<file path="config.mk">
export PLATFORM = sky130hd
export DESIGN_NAME = mc_control_unit_flat
export DESIGN_NICKNAME = d
export VERILOG_FILES = /design/src/rtl/mc_ctrl_pkg.sv /design/src/rtl/mc_control_unit_if.sv /design/src/rtl/mc_control_unit.sv /design/src/flat_wrapper.sv
export SDC_FILE = /design/constraint.sdc
export NUM_CORES = 1
export LEC_CHECK = 0
export ABC_AREA = 1
export CORE_MARGIN = 2
export CORE_UTILIZATION = 52
export DETAILED_ROUTE_END_ITERATION = 8
export PLACE_DENSITY = 0.87
export SYNTH_ARGS = -nofsm -noshare
export SYNTH_HDL_FRONTEND = slang
export SYNTH_SLANG_ARGS = --single-unit
export TNS_END_PERCENT = 1
</file>
<file path="constraint.sdc">
create_clock -name clk -period 1.9 [get_ports clk]
set_input_delay 0.57 -clock clk [delete_from_list [all_inputs] [get_ports clk]]
set_output_delay 0.57 -clock clk [all_outputs]
set_load 0.005 [all_outputs]
</file>
<file path="src/rtl/mc_ctrl_pkg.sv">
// Shared encodings for the multi-cycle control unit: opcodes, FSM states,
// datapath mux selects and the per-state control word decode.
package mc_ctrl_pkg;

  localparam logic [6:0] OP_LOAD   = 7'b0000011;
  localparam logic [6:0] OP_STORE  = 7'b0100011;
  localparam logic [6:0] OP_RTYPE  = 7'b0110011;
  localparam logic [6:0] OP_ITYPE  = 7'b0010011;
  localparam logic [6:0] OP_BRANCH = 7'b1100011;
  localparam logic [6:0] OP_JAL    = 7'b1101111;
  localparam logic [6:0] OP_JALR   = 7'b1100111;
  localparam logic [6:0] OP_SYSTEM = 7'b1110011;

  typedef enum logic [3:0] {
    S_IF       = 4'd0,
    S_ID       = 4'd1,
    S_MEM_ADDR = 4'd2,
    S_MEM_RD   = 4'd3,
    S_MEM_WR   = 4'd4,
    S_WB_MEM   = 4'd5,
    S_EX_R     = 4'd6,
    S_EX_I     = 4'd7,
    S_WB_ALU   = 4'd8,
    S_BR       = 4'd9,
    S_JAL      = 4'd10,
    S_JALR_EX  = 4'd11,
    S_JALR_WB  = 4'd12,
    S_ECALL    = 4'd13,
    S_HALT     = 4'd14,
    S_ILLEGAL  = 4'd15
  } state_t;

  typedef enum logic [1:0] {
    ALU_ADD    = 2'b00,
    ALU_BRANCH = 2'b01,
    ALU_RTYPE  = 2'b10,
    ALU_ITYPE  = 2'b11
  } alu_op_t;

  typedef enum logic [1:0] {
    SRCA_PC     = 2'b00,
    SRCA_RS1    = 2'b01,
    SRCA_OLD_PC = 2'b10
  } alu_src_a_t;

  typedef enum logic [1:0] {
    SRCB_REG  = 2'b00,
    SRCB_FOUR = 2'b01,
    SRCB_IMM  = 2'b10
  } alu_src_b_t;

  typedef enum logic [1:0] {
    WB_ALUOUT = 2'b00,
    WB_MDR    = 2'b01,
    WB_PC     = 2'b10
  } wb_sel_t;

  typedef struct packed {
    logic       fetch;
    logic       pc_write;
    logic       pc_write_cond;
    logic       i_or_d;
    logic       mem_read;
    logic       mem_write;
    logic       reg_write;
    logic       pc_source;
    logic       is_ecall;
    logic       is_halted;
    logic       illegal_inst;
    alu_src_a_t alu_src_a;
    alu_src_b_t alu_src_b;
    alu_op_t    alu_op;
    wb_sel_t    wb_sel;
  } ctrl_t;

  function automatic state_t dispatch(logic [6:0] op);
    state_t s;
    case (op)
      OP_LOAD, OP_STORE: s = S_MEM_ADDR;
      OP_RTYPE:          s = S_EX_R;
      OP_ITYPE:          s = S_EX_I;
      OP_BRANCH:         s = S_BR;
      OP_JAL:            s = S_JAL;
      OP_JALR:           s = S_JALR_EX;
      OP_SYSTEM:         s = S_ECALL;
      default:           s = S_ILLEGAL;
    endcase
    return s;
  endfunction

  // Moore control word; the fetch flag lets the top qualify ir_write/pc_write with mem_ready.
  function automatic ctrl_t decode(state_t s);
    ctrl_t c;
    c = '0;
    case (s)
      S_IF: begin
        c.fetch     = 1'b1;
        c.mem_read  = 1'b1;
        c.alu_src_b = SRCB_FOUR;
      end
      S_ID: begin
        c.alu_src_a = SRCA_OLD_PC;
        c.alu_src_b = SRCB_IMM;
      end
      S_MEM_ADDR, S_JALR_EX: begin
        c.alu_src_a = SRCA_RS1;
        c.alu_src_b = SRCB_IMM;
      end
      S_MEM_RD: begin
        c.mem_read = 1'b1;
        c.i_or_d   = 1'b1;
      end
      S_MEM_WR: begin
        c.mem_write = 1'b1;
        c.i_or_d    = 1'b1;
      end
      S_WB_MEM: begin
        c.reg_write = 1'b1;
        c.wb_sel    = WB_MDR;
      end
      S_EX_R: begin
        c.alu_src_a = SRCA_RS1;
        c.alu_src_b = SRCB_REG;
        c.alu_op    = ALU_RTYPE;
      end
      S_EX_I: begin
        c.alu_src_a = SRCA_RS1;
        c.alu_src_b = SRCB_IMM;
        c.alu_op    = ALU_ITYPE;
      end
      S_WB_ALU: begin
        c.reg_write = 1'b1;
        c.wb_sel    = WB_ALUOUT;
      end
      S_BR: begin
        c.alu_src_a     = SRCA_RS1;
        c.alu_src_b     = SRCB_REG;
        c.alu_op        = ALU_BRANCH;
        c.pc_write_cond = 1'b1;
        c.pc_source     = 1'b1;
      end
      S_JAL, S_JALR_WB: begin
        c.pc_write  = 1'b1;
        c.pc_source = 1'b1;
        c.reg_write = 1'b1;
        c.wb_sel    = WB_PC;
      end
      S_ECALL:   c.is_ecall = 1'b1;
      S_HALT:    c.is_halted = 1'b1;
      S_ILLEGAL: begin
        c.is_halted    = 1'b1;
        c.illegal_inst = 1'b1;
      end
      default: c = '0;
    endcase
    return c;
  endfunction

endpackage

</file>
<file path="src/rtl/mc_control_unit_if.sv">
// Control bundle between the multi-cycle control unit (master) and the
// datapath (slave): instruction/memory status in, datapath controls out.
interface mc_control_unit_if;
  import mc_ctrl_pkg::*;

  logic [6:0] opcode;
  logic       mem_ready;
  logic       halt_req;

  logic       pc_write;
  logic       pc_write_cond;
  logic       i_or_d;
  logic       mem_read;
  logic       mem_write;
  logic       ir_write;
  logic       reg_write;
  logic       pc_source;
  alu_src_a_t alu_src_a;
  alu_src_b_t alu_src_b;
  alu_op_t    alu_op;
  wb_sel_t    wb_sel;
  logic       is_ecall;
  logic       is_halted;
  logic       illegal_inst;

  modport master (
    input  opcode, mem_ready, halt_req,
    output pc_write, pc_write_cond, i_or_d, mem_read, mem_write, ir_write,
           reg_write, pc_source, alu_src_a, alu_src_b, alu_op, wb_sel,
           is_ecall, is_halted, illegal_inst
  );

  modport slave (
    output opcode, mem_ready, halt_req,
    input  pc_write, pc_write_cond, i_or_d, mem_read, mem_write, ir_write,
           reg_write, pc_source, alu_src_a, alu_src_b, alu_op, wb_sel,
           is_ecall, is_halted, illegal_inst
  );
endinterface

</file>
<file path="src/rtl/mc_control_unit.sv">
// Multi-cycle RV32 control FSM: sequences fetch/decode/execute/writeback,
// drives the datapath control word and counts retired instructions.
module mc_control_unit
  import mc_ctrl_pkg::*;
#(
  parameter int MEM_HANDSHAKE = 1,
  parameter int CNT_W         = 32
) (
  input  logic             clk,
  input  logic             reset,
  mc_control_unit_if.master bus,
  output logic [CNT_W-1:0] instret
);

  state_t           state_q, state_d;
  logic [CNT_W-1:0] instret_q, instret_d;
  ctrl_t            ctrl_q, ctrl_d;
  logic             mem_ready_eff;

  assign mem_ready_eff = (MEM_HANDSHAKE != 0) ? bus.mem_ready : 1'b1;

  // Next state, retire count and the control word for the state being entered.
  always_comb begin
    state_d = state_q;
    case (state_q)
      S_IF:       if (mem_ready_eff) state_d = S_ID;
      S_ID:       state_d = dispatch(bus.opcode);
      S_MEM_ADDR: state_d = (bus.opcode == OP_STORE) ? S_MEM_WR : S_MEM_RD;
      S_MEM_RD:   if (mem_ready_eff) state_d = S_WB_MEM;
      S_MEM_WR:   if (mem_ready_eff) state_d = S_IF;
      S_WB_MEM:   state_d = S_IF;
      S_EX_R:     state_d = S_WB_ALU;
      S_EX_I:     state_d = S_WB_ALU;
      S_WB_ALU:   state_d = S_IF;
      S_BR:       state_d = S_IF;
      S_JAL:      state_d = S_IF;
      S_JALR_EX:  state_d = S_JALR_WB;
      S_JALR_WB:  state_d = S_IF;
      S_ECALL:    state_d = bus.halt_req ? S_HALT : S_IF;
      S_HALT:     state_d = S_HALT;
      S_ILLEGAL:  state_d = S_ILLEGAL;
      default:    state_d = S_IF;
    endcase

    instret_d = instret_q;
    if (state_d == S_IF && state_q != S_IF)
      instret_d = instret_q + {{(CNT_W-1){1'b0}}, 1'b1};

    if (reset) begin
      state_d   = S_IF;
      instret_d = '0;
    end

    ctrl_d = decode(state_d);
  end

  always_ff @(posedge clk) begin
    state_q   <= state_d;
    instret_q <= instret_d;
    ctrl_q    <= ctrl_d;
  end

  // ir_write and the fetch-side pc_write fire only on the cycle memory delivers the word.
  assign bus.ir_write      = ctrl_q.fetch & mem_ready_eff;
  assign bus.pc_write      = ctrl_q.pc_write | (ctrl_q.fetch & mem_ready_eff);
  assign bus.pc_write_cond = ctrl_q.pc_write_cond;
  assign bus.i_or_d        = ctrl_q.i_or_d;
  assign bus.mem_read      = ctrl_q.mem_read;
  assign bus.mem_write     = ctrl_q.mem_write;
  assign bus.reg_write     = ctrl_q.reg_write;
  assign bus.pc_source     = ctrl_q.pc_source;
  assign bus.alu_src_a     = ctrl_q.alu_src_a;
  assign bus.alu_src_b     = ctrl_q.alu_src_b;
  assign bus.alu_op        = ctrl_q.alu_op;
  assign bus.wb_sel        = ctrl_q.wb_sel;
  assign bus.is_ecall      = ctrl_q.is_ecall;
  assign bus.is_halted     = ctrl_q.is_halted;
  assign bus.illegal_inst  = ctrl_q.illegal_inst;
  assign instret           = instret_q;

endmodule

</file>
<file path="src/flat_wrapper.sv">
// flat-port wrapper written by rule: the top's interface ports become plain ports
module mc_control_unit_flat import mc_ctrl_pkg::*;
#(
  parameter int MEM_HANDSHAKE = 1,
  parameter int CNT_W         = 32
)
  (clk, reset, instret, bus_opcode, bus_mem_ready, bus_halt_req, bus_pc_write, bus_pc_write_cond, bus_i_or_d, bus_mem_read, bus_mem_write, bus_ir_write, bus_reg_write, bus_pc_source, bus_alu_src_a, bus_alu_src_b, bus_alu_op, bus_wb_sel, bus_is_ecall, bus_is_halted, bus_illegal_inst);
  mc_control_unit_if bus_i ();
  input  logic clk;
  input  logic reset;
  output logic [CNT_W-1:0] instret;
  input wire logic [$bits(bus_i.opcode)-1:0] bus_opcode;
  input wire logic [$bits(bus_i.mem_ready)-1:0] bus_mem_ready;
  input wire logic [$bits(bus_i.halt_req)-1:0] bus_halt_req;
  output wire logic [$bits(bus_i.pc_write)-1:0] bus_pc_write;
  output wire logic [$bits(bus_i.pc_write_cond)-1:0] bus_pc_write_cond;
  output wire logic [$bits(bus_i.i_or_d)-1:0] bus_i_or_d;
  output wire logic [$bits(bus_i.mem_read)-1:0] bus_mem_read;
  output wire logic [$bits(bus_i.mem_write)-1:0] bus_mem_write;
  output wire logic [$bits(bus_i.ir_write)-1:0] bus_ir_write;
  output wire logic [$bits(bus_i.reg_write)-1:0] bus_reg_write;
  output wire logic [$bits(bus_i.pc_source)-1:0] bus_pc_source;
  output wire logic [$bits(bus_i.alu_src_a)-1:0] bus_alu_src_a;
  output wire logic [$bits(bus_i.alu_src_b)-1:0] bus_alu_src_b;
  output wire logic [$bits(bus_i.alu_op)-1:0] bus_alu_op;
  output wire logic [$bits(bus_i.wb_sel)-1:0] bus_wb_sel;
  output wire logic [$bits(bus_i.is_ecall)-1:0] bus_is_ecall;
  output wire logic [$bits(bus_i.is_halted)-1:0] bus_is_halted;
  output wire logic [$bits(bus_i.illegal_inst)-1:0] bus_illegal_inst;
  assign bus_i.opcode = bus_opcode;
  assign bus_i.mem_ready = bus_mem_ready;
  assign bus_i.halt_req = bus_halt_req;
  assign bus_pc_write = bus_i.pc_write;
  assign bus_pc_write_cond = bus_i.pc_write_cond;
  assign bus_i_or_d = bus_i.i_or_d;
  assign bus_mem_read = bus_i.mem_read;
  assign bus_mem_write = bus_i.mem_write;
  assign bus_ir_write = bus_i.ir_write;
  assign bus_reg_write = bus_i.reg_write;
  assign bus_pc_source = bus_i.pc_source;
  assign bus_alu_src_a = bus_i.alu_src_a;
  assign bus_alu_src_b = bus_i.alu_src_b;
  assign bus_alu_op = bus_i.alu_op;
  assign bus_wb_sel = bus_i.wb_sel;
  assign bus_is_ecall = bus_i.is_ecall;
  assign bus_is_halted = bus_i.is_halted;
  assign bus_illegal_inst = bus_i.illegal_inst;
  mc_control_unit #(.MEM_HANDSHAKE(MEM_HANDSHAKE), .CNT_W(CNT_W)) u_core (.clk(clk), .reset(reset), .bus(bus_i), .instret(instret));
endmodule
</file>
==> flow_summary.ini <==
[place]
io_buffers = 61
gp_congestion = 0.933
place_ws_ps = -510
detailed_place_hpwl_um = 6430

[power_and_ir_drop]
power.internal_mw = 3.18
vdd_drop_max_mv = 1.14
p_switching_mw = 2.35
netSwitchingFraction_pct = 42.5
power_density_nw_per_um2 = 1250
p_leak_nw = 1.77
power_frac_seq_pct = 23.5
p_comb_share_pct = 64.1
clkPwrFrac_pct = 12.4
power_mw = 5.53

[clocking]
cts.path.max_buffers = 2
cts_buffers = 5
h-tree-depth = 2
worstSkewPairLatency_ps = 320
path_clk_slew_ps = 100
clock-root-buffer = clkbuf_8
cts_tree = yes
clock-sinks = 53

[final_layout]
utilization_pct = 75.2
fin_nets = 597
n_antenna_cell = 0
drive_gt1_share_pct = 20.8
areaGrowthSynthToFinish_pct = 41.3
num-fill-cells = 450

[grt]
first_global_vias = 3493
grt_use_total_pct = 29.4
grt_max_degree = 33
antenna_found_initial = 0
grt_first_pass_wirelength_um = 15300
overflow = 0

[critical_path]
slowest_delay_ps = 360
cp_slowest_cell = dfxtp_2
r2r_cells = 11
critPathMaxFanout = 8
reg2reg_to = u_core.instret[8]
r2r_slack_ps = -20
cp-start-kind = register
crit_start = u_core.state_q[1]
worstSetupPathType = register to register
arrival_ps = 2130
crit_required_ps = 2110
crit_chain = nand2_1 -> inv_2 -> nand3_1 -> and2_1 -> nand4_1 -> nor2_4 -> buf_6 -> nand3_4 -> buf_12 -> nand2_2 -> a21oi_2
end_kind = register
r2r_start = u_core.state_q[1]

[floorplan]
die_y_um = 81.6
fp.dieW_um = 81.6
fp.coreArea_um2 = 5890
row_count = 28
pin_count = 62
start_util_pct = 53.2
die_area_um2 = 6660

[status]
violations = setup timing
status = finished, violations left

[route]
drt_drc_violations_left = 0
drt_iter0_drc = 249
num_vias = 3672
routed_wl_um = 9760
vias_per_cell = 5.56
wl_per_cell_um = 14.8
drtAntennaViolNets = 0
detail_route.first_pass.iterations = 5

[logic_synthesis]
synth.most_common_cell = nand2_1
synth_nets = 502
yosysTopAreaCellShare_pct = 33.9
ys_ff_latch = 53
ys_types = 29
yosys_warnings = 0
ys_seq_area_share_pct = 33.9
synth_common_cells = 170 x nand2_1, 73 x nor2_1, 53 x dfxtp_1, 36 x nand4_1, 33 x a21oi_1
syn_area_per_cell_um2 = 6.39
synth_area_leaders = dfxtp_1 34%, nand2_1 20%, nor2_1 8.7%, nand4_1 7.2%, a21oi_1 5.3%
syn_area_um2 = 3130
synth-edff-count = 0
synthCells = 490
async_flop_share_pct = 0
synth_ff_type = dfxtp_1
synth.largest_area_cell = dfxtp_1

[sta]
worst_pin_slew_ps = 369
fin_ws_ps = -24.2
finalHoldViolations = 0
post-route-min-period_ps = 1920
finalClockSkew_ps = 5.39
setup_viol = 19
max_freq_mhz = 520
grt_setup_unrepaired = true
slew-limit-headroom_pct = 75.3
post-route-period-util_pct = 101
slew_violations = 0

[worst_hold_path]
min-delay-path-class = register to register
hold_path_depth = 2
hp-start = u_core.instret[23]
holdPathEnd = u_core.instret[23]

[job]
cap_violations = 0
[area by class of cell]
| class | instances | area (µm²) | area share [%] |
|---|---|---|---|
| multi-input combinational | 384 | 1950 | 44.0 |
| sequential | 53 | 1080 | 24.5 |
| timing repair buffer | 104 | 1070 | 24.1 |
| inverter | 37 | 139 | 3.14 |
| tap | 75 | 93.8 | 2.12 |
| clock buffer | 5 | 68.8 | 1.55 |
| clock inverter | 3 | 26.3 | 0.593 |
[power by group through the flow]
stage | Combinational, mW | Clock [mW] | Sequential (mW)
after floorplan | 1.44 | 0 | 1.33
after global placement | 2.39 | 0 | 1.32
after detailed placement | 2.42 | 0 | 1.32
after CTS | 3.29 | 0.685 | 1.30
after global routing | 3.74 | 0.722 | 1.31
final | 3.54 | 0.684 | 1.30
[layer usage]
layer | part of all wire [%] | global-route usage, %
met1 | 39 | 33.0
met2 | 51 | 53.4
met3 | 6.2 | 4.29
met4 | 3.3 | 16.0
met5 | 0 | 0
[what timing repair did]
action	in CTS	in global routing
endpoints found under the setup margin	44	66
gates resized for setup	40	38
pin swaps	22	14
gates cloned	4	0
hold buffers	0	0
buffers inserted	9	3
[state kept, by name (all words and copies together) (netlist names), 2 cells and up]
register / flops
u_core.bus.alu_src_a: 2
u_core.state_q: 4
u_core.bus.alu_op: 2
u_core.bus.alu_src_b: 2
u_core.instret: 32
[layout by cell type (no fill, tap or decap), drive strengths merged]
cell type	count
a21oi	33
and2	1
buf	43
bufbuf	1
clkbuf	8
clkdlybuf4s15	3
clkdlybuf4s50	50
clkinv	2
dfxtp	53
dlygate4sd2	4
ha	1
inv	38
nand2	172
nand3	18
nand3b	14
nand4	36
nor2	84
o211ai	3
o21ai	4
o21bai	1
o22ai	1
or2	1
xnor2	4
xor2	11
[critical path: cells and delay by family, from the launching register on]
kind                   cells  cell delay [ps]
AO/OA/AOI/OAI              1               60
flip-flops                 1              360
AND/OR/NAND/NOR            7             1020
buffers and inverters      3              380
[cells by family after synthesis]
| logic type | synth area share (%) |
|---|---|
| AND/OR/NAND/NOR | 47.3 |
| buffers and inverters | 7.07 |
| adder cells (fa/ha/maj) | 0.399 |
| XOR/XNOR | 4.19 |
| AO/OA/AOI/OAI | 7.19 |
| flip-flops | 33.9 |
[metrics by stage]
stage | setup TNS, ps | area, µm² | std cells | hold slack [ps]
after floorplan | 0 | 3130 | 490 | 476
after global placement | -20330 | 4010 | 637 | 474
after detailed placement | -23050 | 4010 | 637 | 488
after CTS | 0 | 4350 | 658 | 506
after global routing | -2660 | 4430 | 661 | 523
final | -135 | 4430 | 661 | 507
[worst max-delay path by stage]
stage | to | slack, ps | cells after the start
floorplan | u_core.instret[0] | 130 | 12
global placement | bus_pc_write | -480 | 5
detailed placement | u_core.instret[12] | -510 | 13
CTS | u_core.instret[13] | 0.5 | 13
global route | u_core.instret[10] | -90 | 14
finish | u_core.instret[8] | -20 | 11
No activity file was read; power rests on OpenSTA's default activity.
